`src/rtl/arb_pkg.sv`:
```
// Shared types for the N-way arbiter.
// Mode and state enums plus a one-hot mask helper.
package arb_pkg;

   localparam int MAX_N = 32;

   typedef enum logic {
      ARB_FIXED = 1'b0,
      ARB_RR    = 1'b1
   } arb_mode_e;

   typedef enum logic {
      IDLE = 1'b0,
      BUSY = 1'b1
   } arb_state_e;

   function automatic logic [MAX_N-1:0] idx_mask(
      input logic [31:0] idx
   );
      return MAX_N'(1) << idx;
   endfunction

endpackage

```
`src/rtl/arb_n_rr_pick.sv`:
```
// Combinational winner search: rotate so start_idx is bit 0,
// take the lowest set bit, then rotate the index back.
module arb_pick #(
   parameter int N     = 4,
   parameter int IDX_W = $clog2(N)
) (
   input  logic [N-1:0]     req_masked,
   input  logic [IDX_W-1:0] start_idx,
   output logic             found,
   output logic [IDX_W-1:0] pick_idx
);

   localparam logic [IDX_W:0] SPAN = (IDX_W+1)'(N);

   logic [2*N-1:0]   dbl;
   logic [N-1:0]     rot;
   logic [IDX_W-1:0] low;
   logic [IDX_W:0]   sum;

   always_comb begin
      dbl = {req_masked, req_masked};
      rot = N'(dbl >> start_idx);
      found = |rot;
      low = '0;
      for (int i = N - 1; i >= 0; i--) begin
         if (rot[i]) low = IDX_W'(i);
      end
      sum = {1'b0, low} + {1'b0, start_idx};
      if (sum >= SPAN) sum = sum - SPAN;
      pick_idx = sum[IDX_W-1:0];
   end

endmodule

```
`src/rtl/arb_n_rr.sv`:
```
// N-requester arbiter, fixed or round-robin, registered one-hot
// grant with an optional hold limit that forces re-arbitration.
module arb_n_rr
   import arb_pkg::*;
#(
   parameter int N        = 4,
   parameter int MAX_HOLD = 0,
   parameter int IDX_W    = $clog2(N)
) (
   input  logic             clk,
   input  logic             reset,
   input  arb_mode_e        mode,
   input  logic [N-1:0]     req,
   output logic [N-1:0]     grant,
   output logic             grant_valid,
   output logic [IDX_W-1:0] grant_idx,
   output logic             hold_expired
);

   localparam logic [IDX_W-1:0] LAST = IDX_W'(N - 1);

   arb_state_e       state_q;
   arb_state_e       state_d;
   logic [IDX_W-1:0] ptr_q;
   logic [IDX_W-1:0] ptr_d;
   logic [N-1:0]     grant_d;
   logic [IDX_W-1:0] idx_d;
   logic             exp_d;

   logic             held;
   logic             at_limit;
   logic             expired;
   logic [N-1:0]     cur_mask;
   logic [N-1:0]     masked;
   logic [IDX_W-1:0] start;
   logic             found;
   logic [IDX_W-1:0] pick_idx;

   logic take;
   logic regrant;
   logic drop;
   logic cnt_clr;
   logic cnt_inc;

   always_comb begin
      held     = req[grant_idx];
      expired  = (state_q == BUSY) && held && at_limit;
      cur_mask = N'(idx_mask(32'(grant_idx)));
      masked   = expired ? (req & ~cur_mask) : req;
      start    = '0;
      if (mode == ARB_RR) begin
         start = (ptr_q == LAST) ? '0 : ptr_q + IDX_W'(1);
      end
   end

   // Single search shared by the idle, release and expiry paths
   arb_pick #(
      .N     (N),
      .IDX_W (IDX_W)
   ) u_pick (
      .req_masked (masked),
      .start_idx  (start),
      .found      (found),
      .pick_idx   (pick_idx)
   );

   always_comb begin
      take    = 1'b0;
      regrant = 1'b0;
      drop    = 1'b0;
      cnt_inc = 1'b0;
      exp_d   = 1'b0;
      unique case (state_q)
         IDLE: take = found;
         BUSY: begin
            unique case (1'b1)
               expired: begin
                  take    = found;
                  regrant = !found;
                  exp_d   = found;
               end
               held && !at_limit: cnt_inc = 1'b1;
               !held: begin
                  take = found;
                  drop = !found;
               end
            endcase
         end
      endcase
   end

   always_comb begin
      state_d = state_q;
      grant_d = grant;
      idx_d   = grant_idx;
      ptr_d   = ptr_q;
      cnt_clr = 1'b0;
      if (take) begin
         state_d = BUSY;
         grant_d = N'(idx_mask(32'(pick_idx)));
         idx_d   = pick_idx;
         ptr_d   = pick_idx;
         cnt_clr = 1'b1;
      end
      if (regrant) begin
         ptr_d   = grant_idx;
         cnt_clr = 1'b1;
      end
      if (drop) begin
         state_d = IDLE;
         grant_d = '0;
      end
   end

   always_ff @(posedge clk) begin
      if (reset) begin
         state_q      <= IDLE;
         grant        <= '0;
         grant_valid  <= 1'b0;
         grant_idx    <= '0;
         hold_expired <= 1'b0;
         ptr_q        <= LAST;
      end else begin
         state_q      <= state_d;
         grant        <= grant_d;
         grant_valid  <= |grant_d;
         grant_idx    <= idx_d;
         hold_expired <= exp_d;
         ptr_q        <= ptr_d;
      end
   end

   generate
      if (MAX_HOLD > 0) begin : g_hold
         localparam int CW = $clog2(MAX_HOLD + 1);
         logic [CW-1:0] cnt_q;

         always_ff @(posedge clk) begin
            if (reset || cnt_clr) begin
               cnt_q <= '0;
            end else if (cnt_inc) begin
               cnt_q <= cnt_q + CW'(1);
            end
         end

         assign at_limit = (cnt_q == CW'(MAX_HOLD - 1));
      end else begin : g_nohold
         logic unused_cnt;
         assign unused_cnt = cnt_clr ^ cnt_inc;
         assign at_limit   = 1'b0;
      end
   endgenerate

endmodule

```
`config.mk`:
```
export PLATFORM = sky130hd
export DESIGN_NAME = arb_n_rr
export DESIGN_NICKNAME = d
export VERILOG_FILES = /design/src/rtl/arb_pkg.sv /design/src/rtl/arb_n_rr_pick.sv /design/src/rtl/arb_n_rr.sv
export SDC_FILE = /design/constraint.sdc
export NUM_CORES = 1
export LEC_CHECK = 0
export ABC_AREA = 1
export CAP_MARGIN = 0
export CORE_UTILIZATION = 48
export CTS_CLUSTER_DIAMETER = 40
export DETAILED_ROUTE_END_ITERATION = 16
export PLACE_DENSITY = 0.76
export SYNTH_ARGS = -nofsm -noshare
export SYNTH_HDL_FRONTEND = slang
export SYNTH_SLANG_ARGS = --single-unit
```
`constraint.sdc`:
```
create_clock -name clk -period 3 [get_ports clk]
set_clock_uncertainty 0.2 [all_clocks]
set_input_delay 0.6 -clock clk [delete_from_list [all_inputs] [get_ports clk]]
set_output_delay 0.6 -clock clk [all_outputs]
set_load 0.05 [all_outputs]
```
==> flow_metrics.py, run 1 <==
metrics = {
    "cts": {
        "cts_root_buffer": "sky130_fd_sc_hd__clkbuf_4",
        "clock_latency_reported_for_the_late_side_of_the_worst_skew_pair_ps": 260,
        "cts_tree": "done",
        "post_cts_resized": 0,
        "cts_hold_buffers": 0,
        "post_cts_buffers": 0,
        "tritoncts.num_buffers": 3,
        "numClockSinks": 10,
        "ctsLongestPathBuffers": 2,
        "htree_levels": 1,
        "clk_transition_reported_paths_ps": 60,
    },
    "setup_path": {
        "timing.critical_path.arrival_ps": 2760,
        "critical_path.max_fanout": 6,
        "critPathLaunch": "mode",
        "reg2reg_from": "ptr_q[0]",
        "worstSetupEndpointType": "register",
        "crit_path_max_incr_delay_ps": 590,
        "timing.critical_path.cells": "clkdlybuf4s50_1, nand2_2, nand2_1, nand2_1, nand2_1, nand2_1, a21oi_1, nor2_1, ha_1, xnor2_1, nand3b_1, nand2_2, nand2_1, nand2_1, nand2_1, nand4_1",
        "setup.worst_path.start_class": "primary input",
        "timing.critical_path.required_ps": 2940,
        "cpMostUsedCell": "sky130_fd_sc_hd__nand2_1",
        "critical_path.slowest_cell": "sky130_fd_sc_hd__clkdlybuf4s50_1",
        "critPathKind": "primary input to register",
    },
    "timing": {
        "timing.final.setup_violations": 0,
        "post-route-min-period_ps": 2820,
        "grt_setup_unrepaired": "false",
        "timing.setup.tns_ps": 0,
        "post-route-period-util_pct": 94.1,
        "finalMaxSlewViolations": 0,
        "max_freq_mhz": 354,
        "timing_hold_violations_final": 0,
    },
    "power": {
        "ir_drop_mv": 0.619,
        "power.density_nw_per_um2": 1180,
        "static-leakage-power_nw": 0.473,
        "p_total_mw": 1.06,
    },
    "die": {
        "core.rowCount": 13,
        "design.portCount": 15,
        "design.die.area_sq_um": 1640,
        "chipWidth_microns": 40.5,
        "floorplan.initialDensity_pct": 53.5,
        "chipHeight_microns": 40.5,
        "fp.coreArea_sq_um": 1330,
    },
    "cells_and_area": {
        "final-instance-count-excl-fill": 142,
        "n_fill_cell": 117,
        "area.growth.synth_to_final_pct": 26.1,
        "drive_gt1_share_pct": 18.1,
        "postLayoutCoreUtil_pct": 67.4,
        "finalInstanceArea_sq_um": 900,
        "nNetsFinal": 138,
        "insertedDiodeCount": 0,
    },
    "routing": {
        "drc": 0,
        "vias": 730,
        "length_of_the_first_detailed_routing_pass_in_iterations": 4,
        "totalWireLength_microns": 1410,
        "initialDrtViolationCount": 17,
        "drtAntennaViolNets": 0,
        "vias_per_cell": 5.14,
        "routed_wire_length_per_instance_microns": 9.92,
    },
    "yosys": {
        "synthesis.instances": 109,
        "synth_largest_type_area_fraction_pct": 28.1,
        "ys_seq_area_share_pct": 28.1,
        "mappedNetlistNets": 118,
        "synth.ff_latch_count": 10,
        "yosysTopAreaCell": "sky130_fd_sc_hd__dfxtp_1",
        "synth.avg_cell_area_sq_um": 6.54,
        "ys_types": 23,
        "synth_area_leaders": "sky130_fd_sc_hd__dfxtp_1 28%, sky130_fd_sc_hd__nand2_1 19%, sky130_fd_sc_hd__nand3_1 13%, sky130_fd_sc_hd__nand2_2 6.1%, sky130_fd_sc_hd__inv_1 5.8%",
        "netlist_area_sq_um": 713,
        "yosysWarningCount": 0,
    },
    "global_routing": {
        "gr-usage-met2_pct": 33.7,
        "highest_utilization_routing_layer_at_the_global_route_stage": "met2",
        "antenna_found_initial": 0,
        "grt_first_pass_wirelength_microns": 2190,
        "pin_count_of_the_biggest_net_entering_global_routing": 11,
        "grt_use_met3_pct": 3.33,
        "grt_usage_pct": 20.3,
        "grtUsageMet1_pct": 24.8,
        "first_global_vias": 583,
        "overflow": 0,
    },
    "run_status": {
        "outcome": "finished clean",
    },
    "hold_path": {
        "class_of_the_tightest_hold_or_removal_check": "register to register",
        "hold_path_startpoint": "ptr_q[1]",
    },
    "placement": {
        "placed_cells": 139,
        "dp_hpwl_microns": 1170,
        "routabilityCongestion": 0.751,
        "numPortBuffers": 13,
        "dpl-instance-area_sq_um": 877,
    },
    "job": {
        "cap_violations": 0,
    },
}
-- flip-flops by register name (all words and copies together) (netlist names) --
signal / count
state_q: 1
ptr_q: 2
grant: 4
grant_idx: 2
grant_valid: 1
-- worst paths after layout --
path	endpoint	slack, ps	cells after the start
worst min register to register	ptr_q[1]	290	2
worst max register to register	grant_valid	420	17
worst max-delay path	grant_valid	180	16
worst min-delay path	ptr_q[1]	290	2
-- layout make-up --
cell class | count | area [sq um] | share of cell area [%]
tap | 15 | 18.8 | 2.09
sequential | 10 | 200 | 22.3
multi-input combinational | 83 | 442 | 49.1
inverter | 15 | 63.8 | 7.09
clock buffer | 3 | 22.5 | 2.50
timing repair buffer | 16 | 153 | 17.0
-- synthesized netlist by cell type --
cell / count
sky130_fd_sc_hd__a21oi_1: 5
sky130_fd_sc_hd__buf_4: 1
sky130_fd_sc_hd__o21ai_0: 1
sky130_fd_sc_hd__nand4_1: 1
sky130_fd_sc_hd__nand3b_1: 1
sky130_fd_sc_hd__inv_1: 11
sky130_fd_sc_hd__nand3_1: 18
sky130_fd_sc_hd__nand2_2: 7
sky130_fd_sc_hd__ha_1: 2
sky130_fd_sc_hd__nand2_1: 36
sky130_fd_sc_hd__nand2_4: 1
sky130_fd_sc_hd__inv_4: 1
sky130_fd_sc_hd__conb_1: 1
sky130_fd_sc_hd__nand2_8: 1
sky130_fd_sc_hd__inv_2: 2
sky130_fd_sc_hd__nor2_4: 3
sky130_fd_sc_hd__clkinv_4: 1
sky130_fd_sc_hd__nor2_2: 1
sky130_fd_sc_hd__o211ai_1: 1
sky130_fd_sc_hd__o21ai_1: 1
sky130_fd_sc_hd__dfxtp_1: 10
sky130_fd_sc_hd__nor2_1: 2
sky130_fd_sc_hd__xnor2_1: 1
-- metal layers --
metal  routed length [microns]  vias to the layer above  part of all wire, %
met2                       684                       11                   49
met3                        42                        2                  3.0
li1                          -                      385                    -
met1                       669                      332                   47
met5                         0                        -                    0
met4                        12                        0                 0.85
-- cell usage in the layout (no fill, tap or decap), types with 3 or more instances in the layout --
master | synthesis | routed
sky130_fd_sc_hd__nand2_1 | 36 | 36
sky130_fd_sc_hd__nand3_1 | 18 | 18
sky130_fd_sc_hd__clkdlybuf4s50_1 | 0 | 13
sky130_fd_sc_hd__inv_1 | 11 | 11
sky130_fd_sc_hd__dfxtp_1 | 10 | 10
sky130_fd_sc_hd__nand2_2 | 7 | 7
sky130_fd_sc_hd__a21oi_1 | 5 | 5
sky130_fd_sc_hd__nor2_4 | 3 | 3
sky130_fd_sc_hd__clkbuf_4 | 0 | 3
sky130_fd_sc_hd__buf_4 | 1 | 3
-- worst max-delay path: cells and delay by family --
kind / cells / cell delay, ps
AND/OR/NAND/NOR: 12 / 1050
AO/OA/AOI/OAI: 1 / 140
XOR/XNOR: 1 / 180
adder cells (fa/ha/maj): 1 / 200
buffers and inverters: 1 / 590
-- through the flow --
stage	hold WS (ps)	setup slack (ps)
after CTS	292	185
final	294	176
after global placement	277	38.9
after floorplan	230	652
after global routing	320	4.14
after detailed placement	279	-79.7
-- power by group --
part | switching, mW | internal [mW] | total (mW)
clock network | 0.0400 | 0.0460 | 0.0860
logic | 0.476 | 0.270 | 0.746
registers | 0.0368 | 0.190 | 0.226
total | 0.553 | 0.506 | 1.06
-- logic make-up (layout without fill, tap and decap cells) --
family	count (synthesis)	after routing	synth area share, %
AOI/OAI and AO/OA	8	8	5.96
xor gates and xnor gates	1	1	1.23
adders and majority gates	2	2	3.51
buffers and inverters	16	34	10.0
DFF	10	10	28.1
other	1	1	0.526
and+or+nand+nor	71	71	50.7
Note: power is estimated with default switching activity, not from simulation.
==> inputs of run 2 (changes only) <==
--- a/config.mk
+++ b/config.mk
@@ -14,3 +14,4 @@
 export SYNTH_ARGS = -nofsm -noshare
 export SYNTH_HDL_FRONTEND = slang
 export SYNTH_SLANG_ARGS = --single-unit
+export TNS_END_PERCENT = 1
==> results of run 2 <==
No change in the layout: final DEF, timing and power equal those of run 1.
